--- src/rtl/dtc_sched_pkg.sv ---
// Shared types and the round-robin pick helper for the classifier-core scheduler.
package dtc_sched_pkg;

  localparam int CLS_W   = 3;
  localparam int NCLS    = 2 ** CLS_W;
  localparam int MAX_REQ = 8;

  typedef enum logic [1:0] {
    IDLE = 2'd0,
    EVAL = 2'd1,
    HOLD = 2'd2
  } state_t;

  typedef struct packed {
    logic       any;
    logic [2:0] idx;
  } pick_t;

  // First set bit of req searching upward from last+1, wrapping at nreq.
  function automatic pick_t rr_pick(input logic [7:0] req,
                                    input logic [2:0] last,
                                    input int         nreq);
    pick_t p;
    int    j;
    p.any = 1'b0;
    p.idx = 3'd0;
    for (int k = 1; k <= MAX_REQ; k++) begin
      j = int'(last) + k;
      if (j >= nreq) begin
        j = j - nreq;
      end else begin
        j = j;
      end
      if ((k <= nreq) && !p.any && req[j[2:0]]) begin
        p.any = 1'b1;
        p.idx = j[2:0];
      end
    end
    return p;
  endfunction

endpackage

--- src/rtl/dtc_rr_arb.sv ---
// Combinational round-robin arbiter: request vector plus last grant -> one-hot grant.
module dtc_rr_arb #(
  parameter int NREQ = 4
) (
  input  logic [NREQ-1:0]         i_req,
  input  logic [$clog2(NREQ)-1:0] i_last,
  output logic [NREQ-1:0]         o_gnt,
  output logic [$clog2(NREQ)-1:0] o_idx,
  output logic                    o_any
);
  import dtc_sched_pkg::*;

  localparam int IDW = $clog2(NREQ);

  logic [MAX_REQ-1:0] w_req8;
  logic [2:0]         w_last3;
  pick_t              w_pick;

  // Widen the request/last-grant to the helper's fixed 8-requester form and pick.
  always_comb begin
    w_req8             = 8'd0;
    w_req8[NREQ-1:0]   = i_req;
    w_last3            = 3'd0;
    w_last3[IDW-1:0]   = i_last;
    w_pick             = rr_pick(w_req8, w_last3, NREQ);
  end

  // Expand the picked index to a one-hot grant; no grant when nothing is requesting.
  always_comb begin
    o_any = w_pick.any;
    o_idx = w_pick.idx[IDW-1:0];
    for (int i = 0; i < NREQ; i++) begin
      o_gnt[i] = w_pick.any && (w_pick.idx == 3'(i));
    end
  end

endmodule

--- src/rtl/dtc_rr_sched.sv ---
// Round-robin scheduler sharing one external decision-tree classifier core among
// NREQ requesters, with a registered core input, a held result and per-class counters.
module dtc_rr_sched #(
  parameter int NREQ  = 4,
  parameter int IN_W  = 12,
  parameter int CLS_W = 3,
  parameter int CNT_W = 16
) (
  input  logic                          clk,
  input  logic                          rst_n,
  input  logic [NREQ-1:0]               req_valid,
  output logic [NREQ-1:0]               req_ready,
  input  logic [NREQ*IN_W-1:0]          req_data,
  output logic [IN_W-1:0]               dt_inp,
  input  logic [CLS_W-1:0]              dt_outp,
  output logic                          rsp_valid,
  input  logic                          rsp_ready,
  output logic [CLS_W-1:0]              rsp_cls,
  output logic [$clog2(NREQ)-1:0]       rsp_id,
  input  logic                          stat_clr,
  output logic [(2**CLS_W)*CNT_W-1:0]   stat_cnt
);
  import dtc_sched_pkg::*;

  localparam int IDW   = $clog2(NREQ);
  localparam int N_CLS = 2 ** CLS_W;
  localparam logic [CNT_W-1:0] CNT_MAX = {CNT_W{1'b1}};
  localparam logic [CNT_W-1:0] CNT_ONE = {{(CNT_W-1){1'b0}}, 1'b1};

  state_t           r_state;
  logic [IDW-1:0]   r_last;
  logic [IDW-1:0]   r_id;
  logic [IDW-1:0]   r_rsp_id;
  logic [IN_W-1:0]  r_dt_inp;
  logic [CLS_W-1:0] r_rsp_cls;
  logic             r_rsp_valid;
  logic [CNT_W-1:0] r_cnt [N_CLS];

  logic [NREQ-1:0]  w_gnt;
  logic [IDW-1:0]   w_idx;
  logic             w_any;
  logic             w_fire;
  logic             w_open;
  logic [IN_W-1:0]  w_sel_data;

  dtc_rr_arb #(.NREQ(NREQ)) u_arb (
    .i_req  (req_valid),
    .i_last (r_last),
    .o_gnt  (w_gnt),
    .o_idx  (w_idx),
    .o_any  (w_any)
  );

  // Arbitration window: idle, or the held result is being consumed this cycle.
  always_comb begin
    w_fire     = (r_state == HOLD) && rsp_ready;
    w_open     = rst_n && ((r_state == IDLE) || w_fire);
    w_sel_data = req_data[w_idx*IN_W +: IN_W];
    if (w_open) begin
      req_ready = w_gnt;
    end else begin
      req_ready = {NREQ{1'b0}};
    end
  end

  // Scheduler FSM: accept a sample, give the core one cycle to settle, hold the result.
  always_ff @(posedge clk) begin
    if (!rst_n) begin
      r_state     <= IDLE;
      r_last      <= IDW'(NREQ - 1);
      r_id        <= {IDW{1'b0}};
      r_rsp_id    <= {IDW{1'b0}};
      r_dt_inp    <= {IN_W{1'b0}};
      r_rsp_cls   <= {CLS_W{1'b0}};
      r_rsp_valid <= 1'b0;
    end else begin
      case (r_state)
        IDLE: begin
          if (w_any) begin
            r_dt_inp <= w_sel_data;
            r_id     <= w_idx;
            r_last   <= w_idx;
            r_state  <= EVAL;
          end
        end
        EVAL: begin
          r_rsp_cls   <= dt_outp;
          r_rsp_id    <= r_id;
          r_rsp_valid <= 1'b1;
          r_state     <= HOLD;
        end
        HOLD: begin
          if (rsp_ready) begin
            r_rsp_valid <= 1'b0;
            if (w_any) begin
              r_dt_inp <= w_sel_data;
              r_id     <= w_idx;
              r_last   <= w_idx;
              r_state  <= EVAL;
            end else begin
              r_state  <= IDLE;
            end
          end
        end
        default: begin
          r_state     <= IDLE;
          r_rsp_valid <= 1'b0;
        end
      endcase
    end
  end

  // Per-class hit counters: saturate at all-ones, clear has priority over a hit.
  always_ff @(posedge clk) begin
    if (!rst_n || stat_clr) begin
      for (int k = 0; k < N_CLS; k++) begin
        r_cnt[k] <= {CNT_W{1'b0}};
      end
    end else if (w_fire && (r_cnt[r_rsp_cls] != CNT_MAX)) begin
      r_cnt[r_rsp_cls] <= r_cnt[r_rsp_cls] + CNT_ONE;
    end
  end

  for (genvar k = 0; k < N_CLS; k++) begin : g_stat
    assign stat_cnt[k*CNT_W +: CNT_W] = r_cnt[k];
  end

  assign dt_inp    = r_dt_inp;
  assign rsp_valid = r_rsp_valid;
  assign rsp_cls   = r_rsp_cls;
  assign rsp_id    = r_rsp_id;

endmodule
--- config.mk ---
export PLATFORM = sky130hd
export DESIGN_NAME = dtc_rr_sched
export DESIGN_NICKNAME = d
export VERILOG_FILES = /design/src/rtl/dtc_sched_pkg.sv /design/src/rtl/dtc_rr_arb.sv /design/src/rtl/dtc_rr_sched.sv
export SDC_FILE = /design/constraint.sdc
export NUM_CORES = 1
export LEC_CHECK = 0
export CORE_MARGIN = 2
export CORE_UTILIZATION = 33
export DETAILED_ROUTE_END_ITERATION = 16
export GPL_TIMING_DRIVEN = 0
export PLACE_DENSITY_LB_ADDON = 0.12
export SYNTH_ARGS = -nofsm -noshare
export SYNTH_HDL_FRONTEND = slang
export SYNTH_SLANG_ARGS = --single-unit
--- constraint.sdc ---
create_clock -name clk -period 8.41 [get_ports clk]
set_clock_uncertainty 0.2 [all_clocks]
set_input_delay 0.841 -clock clk [delete_from_list [all_inputs] [get_ports clk]]
set_output_delay 0.841 -clock clk [all_outputs]
set_load 0.005 [all_outputs]
== After elaboration in Yosys (flattened, before gate mapping) ==
Memory sizes are Yosys's and may differ from the RTL's. A register that Yosys moved wholly into a read port is not among the register bits.
Index checks and enable logic that the tools add are counted.

* Register bits: 24
* Bits in latches: 0
* RAM bits: 128
* ROM bits: 0
* Word-level logic and storage cells: 101
* Memories: 1

* Add/subtract/negate cells: 9
* Multiply operators: 1
* Divide/modulo/power cells: 0
* Magnitude comparators: 8
* Eq/ne operators: 8
* Shift-type cells: 1
* Multiplexer cells: 42
* Bitwise gates (word level): 1
* Reduce and logical (&&, ||, !) cells: 23

{| class="wikitable"
|+ Memory list
! name !! depth !! bits a word !! rd ports !! clocked after Yosys merged registers in !! wr ports !! line !! text
|-
| r_cnt || 8 || 16 || 9 || 1 || 8 || dtc_rr_sched.sv:37 || <nowiki>logic [CNT_W-1:0] r_cnt [N_CLS];</nowiki>
|}

{| class="wikitable"
|+ Operators by type and width
! cell !! number
|-
| $ge A32 B4 Y1 const B || 3
|-
| $shiftx A48 B7 Y12 || 1
|-
| $mux W12 || 2
|-
| $pmux W12 S2 || 1
|-
| $mux W3 || 7
|-
| $mux W4 || 5
|-
| $add A16 B1 Y16 const B || 1
|-
| $lt A3 B4 Y1 const B || 4
|-
| $mux W16 || 1
|-
| $ne A16 B16 Y1 const B || 1
|-
| $reduce_or A16 Y1 || 1
|-
| $bmux W1 S3 || 4
|-
| $mux W1 || 12
|-
| $mux W2 || 6
|-
| $sub A3 B3 Y3 const B || 4
|-
| $logic_and A1 B1 Y1 || 10
|-
| $pmux W2 S2 || 2
|-
| $add A2 B2 Y3 const B || 2
|-
| $eq A3 B2 Y1 const B || 2
|-
| $pmux W2 S3 || 1
|-
| $reduce_and A2 Y1 || 3
|-
| $add A2 B3 Y4 const B || 1
|-
| $ge A4 B3 Y1 const B || 1
|-
| $logic_not A1 Y1 || 4
|-
| 13 further kinds || 14
|}

== Longest topological paths before layout ==
Gate-level depths: netlist of run 1.

* Word-level depth: 20
* Depth in mapped cells: 12

== Modules after synthesis ==
From an unflattened synthesis of run 1, not the netlist that was laid out.

* Cells, all modules: 562
* Area total of the unflattened synthesis: 7495.9 µm²

{| class="wikitable"
|+ Modules (own cells, without submodules)
! module !! instances !! cells each !! area each (µm²) !! seq. area each (µm²)
|-
| dtc_rr_sched || 1 || 526 || 7199.4 || 4384.2
|-
| dtc_rr_arb || 1 || 36 || 296.5 || 0.0
|}

== Least setup slack after synthesis of run 1 ==
Ideal clock, no wire load.

* Kind: in2out
* Start: input port req_valid[0]
* End: output port req_ready[1]
* Data arrival time: 2480 ps
* Slack: 4889 ps
* Cell stages on the path: 7
* Cells stage by stage: mux4_2 a211o_1 a31oi_1 buf_4 buf_8 o21ai_0 nor3_1

* Cells in the longest elaborated chain, start to end: 15

{| class="wikitable"
|+ RTL lines
! item !! line !! text
|-
| from (decl) || dtc_rr_sched.sv:11 || <nowiki>input logic [NREQ-1:0] req_valid,</nowiki>
|-
| $bmux W1 S3 || dtc_sched_pkg.sv:34 || <nowiki>if ((k <= nreq) && !p.any && req[j[2:0]]) begin</nowiki>
|-
| $mux W1 (implied by the code) || dtc_sched_pkg.sv:34 ||
|-
| $mux W4 || dtc_sched_pkg.sv:34 ||
|-
| $logic_not A1 Y1 || dtc_sched_pkg.sv:34 ||
|-
| $logic_and A1 B1 Y1 || dtc_sched_pkg.sv:34 ||
|-
| $mux W4 || dtc_sched_pkg.sv:34 ||
|-
| $logic_not A1 Y1 || dtc_sched_pkg.sv:34 ||
|-
| $logic_and A1 B1 Y1 || dtc_sched_pkg.sv:34 ||
|-
| $mux W4 || dtc_sched_pkg.sv:34 ||
|-
| $logic_not A1 Y1 || dtc_sched_pkg.sv:34 ||
|-
| $logic_and A1 B1 Y1 || dtc_sched_pkg.sv:34 ||
|-
| $mux W4 * || dtc_sched_pkg.sv:34 ||
|-
| $eq A3 B1 Y1 || dtc_rr_arb.sv:33 || <nowiki>o_gnt[i] = w_pick.any && (w_pick.idx == 3'(i));</nowiki>
|-
| $logic_and A1 B1 Y1 * || dtc_rr_arb.sv:33 ||
|-
| $mux W4 * || dtc_rr_sched.sv:59 || <nowiki>if (w_open) begin</nowiki>
|-
| to (decl) || dtc_rr_sched.sv:12 || <nowiki>output logic [NREQ-1:0] req_ready,</nowiki>
|}

Mark *: on every way between the ends. The rest lies on a longest branch, timed or not. The select of a mux whose other input is x is not followed.

== Final worst setup path of run 1 ==
* Start: register r_last[0]
* End: output port req_ready[1]

* Cells in the longest elaborated chain, start to end: 18

{| class="wikitable"
|+ RTL lines
! item !! line !! text
|-
| from (decl) || dtc_rr_sched.sv:31 || <nowiki>logic [IDW-1:0] r_last;</nowiki>
|-
| from (signal assigned) || dtc_rr_sched.sv:70 || <nowiki>r_last <= IDW'(NREQ - 1);</nowiki>
|-
| from (signal assigned) || dtc_rr_sched.sv:82 || <nowiki>r_last <= w_idx;</nowiki>
|-
| from (signal assigned) || dtc_rr_sched.sv:98 || <nowiki>r_last <= w_idx;</nowiki>
|-
| $add A2 B1 Y3 || dtc_sched_pkg.sv:28 || <nowiki>j = int'(last) + k;</nowiki>
|-
| $ge A32 B4 Y1 or $sub A3 B3 Y3 (tied branches) || dtc_sched_pkg.sv:29, dtc_sched_pkg.sv:30 ||
|-
| $mux W3 || dtc_sched_pkg.sv:29 || <nowiki>if (j >= nreq) begin</nowiki>
|-
| $bmux W1 S3 || dtc_sched_pkg.sv:34 ||
|-
| $mux W1 (implied by the code) || dtc_sched_pkg.sv:34 ||
|-
| $mux W4 || dtc_sched_pkg.sv:34 ||
|-
| $logic_not A1 Y1 || dtc_sched_pkg.sv:34 ||
|-
| $logic_and A1 B1 Y1 || dtc_sched_pkg.sv:34 ||
|-
| (+2 left out) || -- ||
|-
| $logic_and A1 B1 Y1 || dtc_sched_pkg.sv:34 ||
|-
| $mux W4 || dtc_sched_pkg.sv:34 ||
|-
| $logic_not A1 Y1 || dtc_sched_pkg.sv:34 ||
|-
| $logic_and A1 B1 Y1 || dtc_sched_pkg.sv:34 ||
|-
| $mux W4 * || dtc_sched_pkg.sv:34 ||
|-
| $eq A3 B1 Y1 || dtc_rr_arb.sv:33 ||
|-
| $logic_and A1 B1 Y1 * || dtc_rr_arb.sv:33 ||
|-
| $mux W4 * || dtc_rr_sched.sv:59 ||
|}

Marks and branches as above.

==> impl_results.md, run 1 <==
- Initial drt markers: 378
- Status: finished, final reports clean
- Finish-stage setup viols: 0
- Total number of vias: 6258
- Final period util: 62.8%
- Initial core utilization: 33.6%
- CP arrival: 4240 ps
- GRT overflow: 0
- Clock Path Buffers: 2
- CTS Root Cell: clkbuf_16
- CP Launch Type: flop
- Placed instance count: 1181
- Postcts setup bufs: 0
- CTS tree: built
- Placeable Area: 24200 sq um
- Rows: 57
- Worst Hold Class: flop to flop
- Setup TNS: 0 ps
- First-pass GRT wire length: 39500 um
- Synth Net Count: 712
- Worst Setup SP: r_last[0]$_SDFFE_PN1P_
- DR WL/cell: 21.9 um
- PD cells: 244 nW/um^2
- Die area: 25900 sq um
- Final Critical Period: 5280 ps
- Reg clk slew, reported paths: 70 ps
- LEAKAGE: 4.08 nW
- P&R area growth vs syn: 37.6%
- # IOs: 209
- Library cells used by synthesis: 53
- Hold_ws: 288 ps
- Reg-to-reg critical path endpoint: r_cnt[0][4]$_SDFFCE_PN0P_
- Slew @ Worst Pin: 1160 ps
- Crit Path Class: flop to output port
- Antenna Diode Count: 0
- Post-Layout Inst Area: 11200 sq um
- Total GRT Usage: 20.4%
- Post-synthesis average cell area: 12.5 sq um
- Final Wtd Congestion: 0.834
- Reg2reg setup slack: 3540 ps
- Post-Place Cell Area: 10600 sq um
- DP HPWL: 19200 um
- Commonest non-fill, non-tap cell in the layout: clkdlybuf4s50_1
- Max IR drop VDD: 0.000147 V
- Vias/cell: 5.16
- 1st-pass router iterations: 5
- Util after Layout: 46.2%
- Overall Power: 2.73 mW
- NumNets Final: 939
- Crit path required time: 7370 ps
- Count of pins over their slew limit: 0
- Final WL: 26600 um
- FFs w/ async S/R, synth: 0%
- Yosys warnings: 0
- Critical Path Sink Type: output port
- Clock Latency Late Sink: 420 ps
- Mapped Area: 8140 sq um
- Relative slew margins: 22.6%
- Cell Count, Final, Fillers Out: 1212
- PortBufs: 208
- Crit-path max FO: 10
- Maxcap violations: 0
- Hold buffer count at CTS: 0
- RSZ-0062 raised after global routing: false
- TritonCTS buffer count: 17
- Layout cells sized above 1: 14.5%
- Peak Freq: 0.189 GHz
- Seq/Total Area, Yosys: 53.9%
- Worst setup margin: 3130 ps
- Clk sink count: 155
- Die height: 161 um
- Most frequent cells in the layout: 208 x clkdlybuf4s50_1, 134 x nor2_1, 128 x edfxtp_1
- Pre-CTS setup slack: 3340 ps
- Drt drc: 0
- Reg2reg path depth: 11
- Worst setup path endpoint: req_ready[1]
- Final Hold Viols: 0
- Pin count of the biggest net entering global routing: 17
- Chip Width: 161 um
- Syn Inst Count: 649
- Post-synth EDFFs: 128
- Top_reg_cell synth: edfxtp_1
- Resized Gates After CTS: 0
- H-tree Lvls: 4
- Yosys reg bits: 155
- Initial antenna violation count: 0
- Hold Path Stages: 2
- Vias in the first global route: 6422
- Post-DRT Antenna Nets: 0
-- state kept, by name, indices dropped and copies added, names as in the netlist, named ones only --
name / cells
dt_inp: 12
r_cnt: 128
r_id: 2
r_last: 2
r_state: 2
rsp_cls: 3
rsp_id: 2
rsp_valid: 1
-- per-layer routing --
layer  vias to the layer above  global-route usage (%)  share of wire (%)
met4                         0                    4.46                1.1
li1                       2869                       -                  -
met3                        16                    3.95                5.6
met1                      3138                    26.7                 43
met5                         -                       0                  0
met2                       235                    35.3                 50
-- how the worst min path moves through the flow --
| stage | start | end |
|---|---|---|
| global placement | dt_inp[6]$_SDFFE_PN0P_ | dt_inp[6]$_SDFFE_PN0P_ |
| global route | dt_inp[6]$_SDFFE_PN0P_ | dt_inp[6]$_SDFFE_PN0P_ |
| finish | dt_inp[6]$_SDFFE_PN0P_ | dt_inp[6]$_SDFFE_PN0P_ |
| floorplan | r_id[0]$_SDFFE_PN0P_ | r_id[0]$_SDFFE_PN0P_ |
| detailed placement | dt_inp[0]$_SDFFE_PN0P_ | dt_inp[0]$_SDFFE_PN0P_ |
| CTS | dt_inp[6]$_SDFFE_PN0P_ | dt_inp[6]$_SDFFE_PN0P_ |
-- layout make-up --
type	count	area (sq um)
fill	2223	13000
sequential	155	4380
multi-input combinational	446	3440
timing repair buffer	208	2080
clock buffer	17	425
tap	324	405
buffer	41	292
clock inverter	14	146
inverter	7	26.3
-- cells in the mapped netlist, types with 3 or more instances --
cell	count	share of area, %
nand3_2	7	0.86
a2111oi_0	7	0.75
buf_2	9	0.55
or2_2	15	1.2
nand3_1	4	0.25
ha_1	4	0.61
nand4_1	3	0.23
a211o_1	13	1.4
o32ai_1	6	0.65
nand3b_1	3	0.28
a32oi_1	3	0.32
mux4_2	33	9.1
nor2_1	134	6.2
xor2_1	3	0.32
inv_1	7	0.32
buf_6	4	0.55
dfxtp_1	27	6.6
and3_1	3	0.23
a31oi_1	7	0.54
nand2_1	50	2.3
mux2i_1	56	6.9
nand2b_1	4	0.31
nor2b_1	10	0.77
buf_8	3	0.55
o21ai_0	9	0.55
edfxtp_1	128	47
nor3_1	6	0.37
clkbuf_1	15	0.69
o21a_1	3	0.28
xnor2_1	9	0.97
buf_4	8	0.74
mux2_2	4	0.55
and2_1	15	1.2
a21oi_1	8	0.49
a2111oi_2	6	1.1
-- cells by family after synthesis --
kind of cell	count (synthesis)	synth area share, %
muxes	93	16.6
and+or+nand+nor	259	15.1
adders and majority gates	4	0.615
AOI/OAI and AO/OA	76	8.25
xor gates and xnor gates	14	1.69
buffers and inverters	48	3.90
DFF	155	53.9
-- report_power, final --
group	total, mW	switching (mW)	internal, mW
clock network	0.748	0.311	0.437
registers	0.943	0.0474	0.896
logic	1.04	0.559	0.481
-- worst max-delay path, cell delays in order, from the launching register on --
cell             delay [ps]
dfxtp_1                 350
buf_6                   150
inv_1                   130
ha_1                    430
nand2b_1                210
a32oi_1                 350
nor3b_1                 110
a221oi_1                850
nand2_1                 160
clkbuf_1                300
nor3_1                  220
clkdlybuf4s50_1         560
No activity file was read; power rests on OpenSTA's default activity.
==> run 2, diff against run 1 <==
- clock period: 8.41 -> 5.1 ns (I/O delays scaled with it)
==> impl_results.md, run 2 (synthesized netlist as in run 1, its figures left out) <==
- Status: finished, final reports clean
- Max reg flops: 128 (unchanged)
- P&R area growth vs syn: 37.7% (about the same)
- Placed instance count: 1181 (unchanged)
- Max IR drop VDD: 0.000245 V (+67%)
- Peak Freq: 0.206 GHz
- PD cells: 402 nW/um^2 (+65%)
- Crit-path leading delay family: compound AO/OA/AOI/OAI gates
- Hold buffer count at CTS: 0 (unchanged)
- CTS tree: built
- H-tree Lvls: 4 (unchanged)
- Relative slew margins: 25.7% (+3.1 points)
- Reg clk slew, reported paths: 70 ps (about the same)
- Finish-stage setup viols: 0 (unchanged)
- CP Launch Type: flop
- LEAKAGE: 4.08 nW (about the same)
- Most frequent cells in the layout: 208 x clkdlybuf4s50_1, 134 x nor2_1, 128 x edfxtp_1
- Final WL: 26500 um (-0.18%)
- Rows: 57 (unchanged)
- Critical Path Sink Type: flop
- Postcts setup bufs: 0 (unchanged)
- GRT overflow: 0 (unchanged)
- Clk sink count: 155 (unchanged)
- NumNets Final: 939 (unchanged)
- # IOs: 209 (unchanged)
- Crit-path max FO: 16 (+6)
- RSZ-0062 raised after global routing: false
- Post-DRT Antenna Nets: 0 (unchanged)
- Crit path buffers/inverters: 4 (unchanged)
- First-pass GRT wire length: 39500 um (about the same)
- DR WL/cell: 21.9 um (-0.18%)
- Layout cells sized above 1: 14.8% (+0.23 points)
- Final period util: 95.3%
- CTS Root Cell: clkbuf_16
- PortBufs: 208 (unchanged)
- Cell Count, Final, Fillers Out: 1212 (unchanged)
- Final Hold Viols: 0 (unchanged)
- Maxcap violations: 0 (unchanged)
- Placeable Area: 24200 sq um (unchanged)
- Initial core utilization: 33.6% (unchanged)
- Total GRT Usage: 20.4% (unchanged)
- Antenna Diode Count: 0 (unchanged)
- Filler Cells Inserted: 2222 (-0.045%)
- Die height: 161 um (unchanged)
- Hold Path Stages: 2 (unchanged)
- DP HPWL: 19200 um (unchanged)
- Crit path depth: 11 (unchanged)
- Critical-path cell list: buf_2 -> buf_4 -> mux4_2 -> mux2_2 -> ha_1 -> inv_1 -> a2111oi_4 -> nand4b_4 -> o2111ai_4 -> buf_6 -> nand2_1
- Crit path required time: 4800 ps (-2570 ps)
- Drt drc: 0 (unchanged)
- Worst Hold Class: flop to flop
- Initial antenna violation count: 0 (unchanged)
- Largest Register: r_cnt
- Slowest-stage cell, CP: nand2_1
- Setup TNS: 0 ps (unchanged)
- TritonCTS buffer count: 17 (unchanged)
- 1st-pass router iterations: 5 (unchanged)
- Initial drt markers: 375 (-0.79%)
- Overall Power: 4.51 mW (+65%)
- Clock Latency Late Sink: 420 ps (about the same)
- Crit Path Class: flop to flop
- Final Wtd Congestion: 0.834 (unchanged)
- Commonest non-fill, non-tap cell in the layout: clkdlybuf4s50_1
- Chip Width: 161 um (unchanged)
- Vias in the first global route: 6431 (+0.14%)
- Total number of vias: 6267 (+0.14%)
- CP arrival: 4560 ps (+320 ps)
- Final Critical Period: 4860 ps
- Slew @ Worst Pin: 1110 ps (-46.9 ps)
- Pin count of the biggest net entering global routing: 17 (unchanged)
- Reg2reg path depth: 11 (unchanged)
- Clock Path Buffers: 2 (unchanged)
- Count of pins over their slew limit: 0 (unchanged)
- Die area: 25900 sq um (unchanged)
- Max incr delay on CP: 650 ps (-200 ps)
- Vias/cell: 5.17 (+0.14%)
-- run 2: cell counts in the layout (fill, tap and decap cells not counted) --
Identical to the previous run, type by type.
-- run 2: per-layer routing --
metal	global-route usage, %	share of wire [%]	vias up
li1	-	-	2865
met1	26.7	43	3157
met2	35.4	50	229
met3	3.90	5.8	16
met4	4.42	1.1	0
met5	0	0	-
-- run 2: per-stage QoR --
step	utilization [%]	cell area [sq um]	hold slack, ps	setup WS (ps)
3_3_place_gp	43.8	10600	272	221
3_5_place_dp	43.8	10600	272	225
5_1_grt	46.2	11200	305	48.4
6_report	46.2	11200	289	238
4_1_cts	46.2	11200	290	102
2_1_floorplan	-	8140	257	1640
-- run 2: layout make-up --
| cell class | count | area [sq um] | area share (%) |
|---|---|---|---|
| Buffer | 41 | 292 | 2.60 |
| Inverter | 7 | 26.3 | 0.234 |
| Multi-Input combinational cell | 446 | 3450 | 30.8 |
| Clock buffer | 17 | 425 | 3.80 |
| Tap cell | 324 | 405 | 3.62 |
| Sequential cell | 155 | 4380 | 39.1 |
| Timing Repair Buffer | 208 | 2080 | 18.6 |
| Clock inverter | 14 | 146 | 1.31 |
-- run 2: report_power, final --
group | internal, mW | switching, mW | leakage [nW]
clock network | 0.720 | 0.512 | 0.281
registers | 1.48 | 0.0786 | 1.65
logic | 0.795 | 0.923 | 2.15
-- run 2: what timing repair did --
item                       in CTS  in global routing
hold endpoints to repair        0                  0
setup endpoints to repair       0                  7
resized for setup               0                  2
-- run 2: tightest hold or removal path: stages (launching register included) --
cell and delay [ps]:
dfxtp_1 310, nand2_1 50, o32ai_1 70
-- run 2: final timing paths --
kind | to | slack [ps] | start
worst max-delay path | r_cnt[4][15]$_SDFFCE_PN0P_ | 240 | flop
worst min-delay path | dt_inp[6]$_SDFFE_PN0P_ | 290 | dt_inp[6]$_SDFFE_PN0P_
worst max register to register | r_cnt[4][15]$_SDFFCE_PN0P_ | 240 | flop
worst min register to register | dt_inp[6]$_SDFFE_PN0P_ | 290 | dt_inp[6]$_SDFFE_PN0P_
==> edit 1 (config.mk and constraints of run 2) <==
The 3 states of `state_t` get a one-hot encoding in 3 bits.
--- a/src/rtl/dtc_sched_pkg.sv
+++ b/src/rtl/dtc_sched_pkg.sv
@@ -7,6 +7,6 @@
 
-  typedef enum logic [1:0] {
-    IDLE = 2'd0,
-    EVAL = 2'd1,
-    HOLD = 2'd2
+  typedef enum logic [2:0] {
+    IDLE = 3'b001,
+    EVAL = 3'b010,
+    HOLD = 3'b100
   } state_t;
Behaviour: same outputs for any inputs over 4 cycles, from zero or initial values and one cycle with rst_n low; so few cycles prove little.
==> edit 1 against run 2 <==
  * Final area decreased by 3.4%
  * Non-clock buffer count fell by 10
  * Routed wire length down 6.2%
  * Power fell by 12%
  * Setup slack better by 63 ps
  * Sequential cell count increased by 1
  * Final cell count fell by 7.6%
  * Worst hold slack got worse by 23 ps
  * Sequential share of layout area up 1.5 points
  * Synthesized cell count decreased by 13%
  * Utilization is 0.33 points higher
  * Area after synthesis down 4.8%
  * Critical endpoint is now r_cnt[2][8]
  * Highest routed layer unchanged
==> edit 1: results (changes against run 2) <==
Global routing
  • Vias in the first global route: 5709 (-11%)
  • Met3 usage in global routing: 4.21% (+0.31 points)
  • Met2 usage: 35.3% (-0.099 points)
  • Met1 usage in global routing: 24.8% (-1.8 points)
  • Gr usage total: 20.1% (-0.36 points)
  • Largest net degree at the start of global routing: 17 (unchanged)
  • First-pass GRT wire length: 35500 um (-10%)

Status
  • Status: finished clean

Route
  • Iter 0 DRT Violations: 423 (+13%)
  • 1st-pass router iterations: 4 (-1)
  • Met1 wire length: 9900 um (-13%)
  • DR WL met2: 12900 um (-3.5%)
  • Met3 routed wirelength: 1760 um (+14%)
  • Via Count: 5691 (-9.2%)
  • Routed WL: 24900 um (-6.2%)

Power
  • Flop pwr share: 38.8% (+4.3 points)
  • Peak supply drop: 0.000267 V (+8.7%)
  • Net Switching: 1.17 mW (-22%)
  • Leak: 4.03 nW (-1.3%)
  • Pwr Density: 367 nW/um2 (-8.7%)
  • Comb pwr share: 28.7% (-9.4 points)

Timing
  • Final Critical Period: 4800 ps (-62.6 ps)
  • Max-slew headroom: 24.7% (-1.1 points)
  • Worst hold margin: 266 ps (-23.2 ps)

Floorplan
  • Die Footprint: 24700 um2 (-4.7%)

CTS
  • Post-cts repair resize count: 0 (unchanged)
  • Setup Fix Bufs, Post-CTS: 0 (unchanged)

Final layout
  • Filler Cell Count: 2125 (-4.4%)
  • Non-Clock Buffer Count: 239 (-4.0%)
  • Layout Nets: 852 (-9.3%)
  • Seq area share: 40.7% (+1.5 points)
  • Non-clk invs: 5 (-2)
  • Multi-In Gates: 370 (-17%)
  • Layout cell share with drive strength beyond 1: 15.2% (+0.48 points)
  • Clock tree cell share of total cell area: 5.51% (+0.41 points)
  • Max reg flops: 128 (unchanged)
  • Data buffer area share: 21.7% (+0.53 points)
  • Fraction of area in multi-input gates: 28.3% (-2.5 points)

Critical path
  • CP peak stage delay: 690 ps (+40 ps)
  • Flop2flop setup slack: 300 ps (+60 ps)
  • Slowest cell on crit path: nand2_1
  • CP top delay family: buffers and inverters

Placed design
  • DP Wirelength: 17800 um (-7.4%)
  • Area after DPL: 10200 um2 (-3.7%)
  • RePlAce Congestion: 0.813 (-2.4%)
  • Pre-CTS WS: 353 ps (+128 ps)

Synthesis
  • Fraction of registers with async set/reset: 0% (unchanged)
  • Count of state elements after synthesis: 156 (+0.65%)
  • Synth Area in Adders: 0.646% (+0.031 points)
  • Most common flop cell mapped by yosys: edfxtp_1
  • Commonest cells post-synth: 132 x nor2_1, 128 x edfxtp_1, 37 x mux2i_1
  • Netlist cell types: 58 (+9.4%)
  • Syn nets: 625 (-12%)
  • XOR/XNOR share of the synthesized area: 2.10% (+0.41 points)
  • Share of synthesized area spent on multiplexers: 16.9% (+0.31 points)
  • Compound-Gate Fraction of Synth Area: 5.66% (-2.6 points)
  • Sequential area share after synthesis: 56.8% (+3.0 points)
  • Area contributors post-synth: edfxtp_1 50%, dfxtp_1 7.2%, mux4_2 7.0%

Worst hold path
  • Hold crit path type: flip-flop to flip-flop
edit 1: changes by cell type after synthesis, sizes merged, moves of 6 or more:
cell / change
mux2i: -17
or2: -15
a2111oi: -14
nand2: -14
and2: -13
o221ai: +13
a211o: -12
clkbuf: -10
a31oi: -7
nand4b: +7
nor3: -6
o32ai: -6
edit 1: per-stage QoR:
stage                     std cells  power (mW)
after floorplan                 562        2.28
after global placement         1089        2.70
after detailed placement       1089        2.72
after CTS                      1120        4.01
after global routing           1120        4.16
final                          1120        3.98
edit 1: final timing paths:
path                            startpoint     endpoint  depth (start not counted)
worst max-delay path             flip-flop  r_cnt[2][8]                         12
worst min-delay path             dt_inp[5]    dt_inp[5]                          2
worst max register to register   flip-flop  r_cnt[2][8]                         12
worst min register to register   dt_inp[5]    dt_inp[5]                          2
==> edit 2 (flow settings as in run 2) <==
Made on the original files. `NREQ` is set to 4 in 2 places; all go to 2.
--- a/src/rtl/dtc_rr_arb.sv
+++ b/src/rtl/dtc_rr_arb.sv
@@ -2,3 +2,3 @@
 module dtc_rr_arb #(
-  parameter int NREQ = 4
+  parameter int NREQ = 2
 ) (
--- a/src/rtl/dtc_rr_sched.sv
+++ b/src/rtl/dtc_rr_sched.sv
@@ -3,3 +3,3 @@
 module dtc_rr_sched #(
-  parameter int NREQ  = 4,
+  parameter int NREQ  = 2,
   parameter int IN_W  = 12,
Ports: changed (resized req_data, req_ready, req_valid and rsp_id); port bits go from 209 to 180. No check against the original RTL was run, so the function may have changed too.
==> edit 2 against run 2 <==
  * Sequential cell count decreased by 3
  * Final area decreased by 12%
  * Global-route usage decreased by 1.1 points
  * Sequential share of layout area increased by 4.7 points
  * Utilization decreased by 0.54 points
  * Non-clock buffer count decreased by 42
  * Setup slack improved by 410 ps
  * Area after synthesis decreased by 12%
  * Routed wire length decreased by 18%
  * Critical endpoint is now r_cnt[7][7]
Power is not compared: it rests on default switching activity, and its combinational part moved more than twofold at a synthesized area within 25%.
==> edit 2: results (changes against run 2) <==
Critical path
  • CP arrival: 4160 ps (-400 ps)
  • Slowest cell on crit path: nand2_1
  • CP top delay family: simple AND/OR/NAND/NOR gates

Synthesis
  • Area contributors post-synth: edfxtp_1 53%, mux4_1 9.5%, dfxtp_1 6.7%
  • XOR/XNOR share of the synthesized area: 1.46% (-0.23 points)
  • Syn nets: 523 (-27%)
  • Share of synthesized area spent on multiplexers: 16.5% (-0.097 points)
  • Commonest cells post-synth: 128 x edfxtp_1, 123 x nor2_1, 26 x mux4_1
  • Netlist cell types: 52 (-1.9%)
  • Sequential area share after synthesis: 60.1% (+6.3 points)
  • Compound-Gate Fraction of Synth Area: 4.59% (-3.7 points)
  • Most common flop cell mapped by yosys: edfxtp_1
  • Synth Area in Adders: 0.174% (-0.44 points)

Global routing
  • Initial antenna violation count: 0 (unchanged)
  • Gr usage total: 19.3% (-1.1 points)
  • First-pass GRT wire length: 31600 um (-20%)
  • Vias in the first global route: 5000 (-22%)

Final layout
  • Filler Cell Count: 1971 (-11%)
  • Count of clock buffers in the final design: 19 (+2)
  • Non-Clock Buffer Count: 207 (-17%)
  • FF+latch area: 4320 um2 (-1.4%)
  • Fraction of area in multi-input gates: 26.4% (-4.3 points)
  • Fin util: 45.7% (-0.54 points)
  • Layout cell share with drive strength beyond 1: 11.3% (-3.4 points)
  • Non-clk invs: 4 (-3)
  • Clock tree cell share of total cell area: 5.49% (+0.38 points)
  • Seq_cells: 152 (-1.9%)
  • Data buffer area share: 20.6% (-0.57 points)
  • Final Cell Area: 9880 um2 (-12%)
  • Multi-In Gates: 305 (-32%)
  • Layout Nets: 721 (-23%)

Timing
  • Max-slew headroom: 28.7% (+3.0 points)

Route
  • Iter 0 DRT Violations: 355 (-5.3%)
  • Wirelength per Cell: 22.2 um (+1.6%)
  • Avg Vias per Cell: 5.02 (-2.8%)

Placed design
  • Area after DPL: 9340 um2 (-12%)
  • DP Wirelength: 15300 um (-20%)
  • Pre-CTS WS: 585 ps (+361 ps)
  • RePlAce Congestion: 0.774 (-7.1%)
  • Port Buffer Count: 179 (-14%)

Power
  • Clock power share: 39.0%
  • Peak supply drop: 0.000216 V
  • Comb pwr share: roughly an eighth

CTS
  • CTS clk-pin slew, worst paths: 60 ps
  • Root buf cell: clkbuf_16
  • Cts bufs inserted: 17 (unchanged)

Worst hold path
  • Hold crit path type: flip-flop to flip-flop

Status
  • Status: finished clean
## edit 2: path summary, 6_finish.rpt
check / start / to / slack (ps) / cells past startpoint
hold reg to reg: r_id / r_id / 260 / 2
hold / removal: r_id / r_id / 260 / 2
setup / recovery: flip-flop / r_cnt[7][7] / 650 / 11
setup reg to reg: flip-flop / r_cnt[7][7] / 650 / 11
## edit 2: worst register-to-register path, stage by stage (launching register included)
cell and delay (ps):
dfxtp_1 470, buf_6 240, buf_4 210, mux4_1 200
mux2_2 270, ha_1 190, inv_1 100, nor3_4 410
nand3_4 240, o2111ai_4 510, buf_6 250, nand2_1 650
## edit 2: per-layer routing
metal,vias up,global-route usage (%),wire [um]
met3,19,5.00,1700
li1,2249,-,-
met4,0,4.54,254
met1,2451,25.8,9180
met2,195,31.8,10600
met5,-,0,0
## edit 2: stage by stage
stage               cells  total power [mW]
floorplan             489              1.66
global placement      948              1.87
detailed placement    948              1.87
CTS                   978              3.05
global route          978              3.13
finish                978              3.03
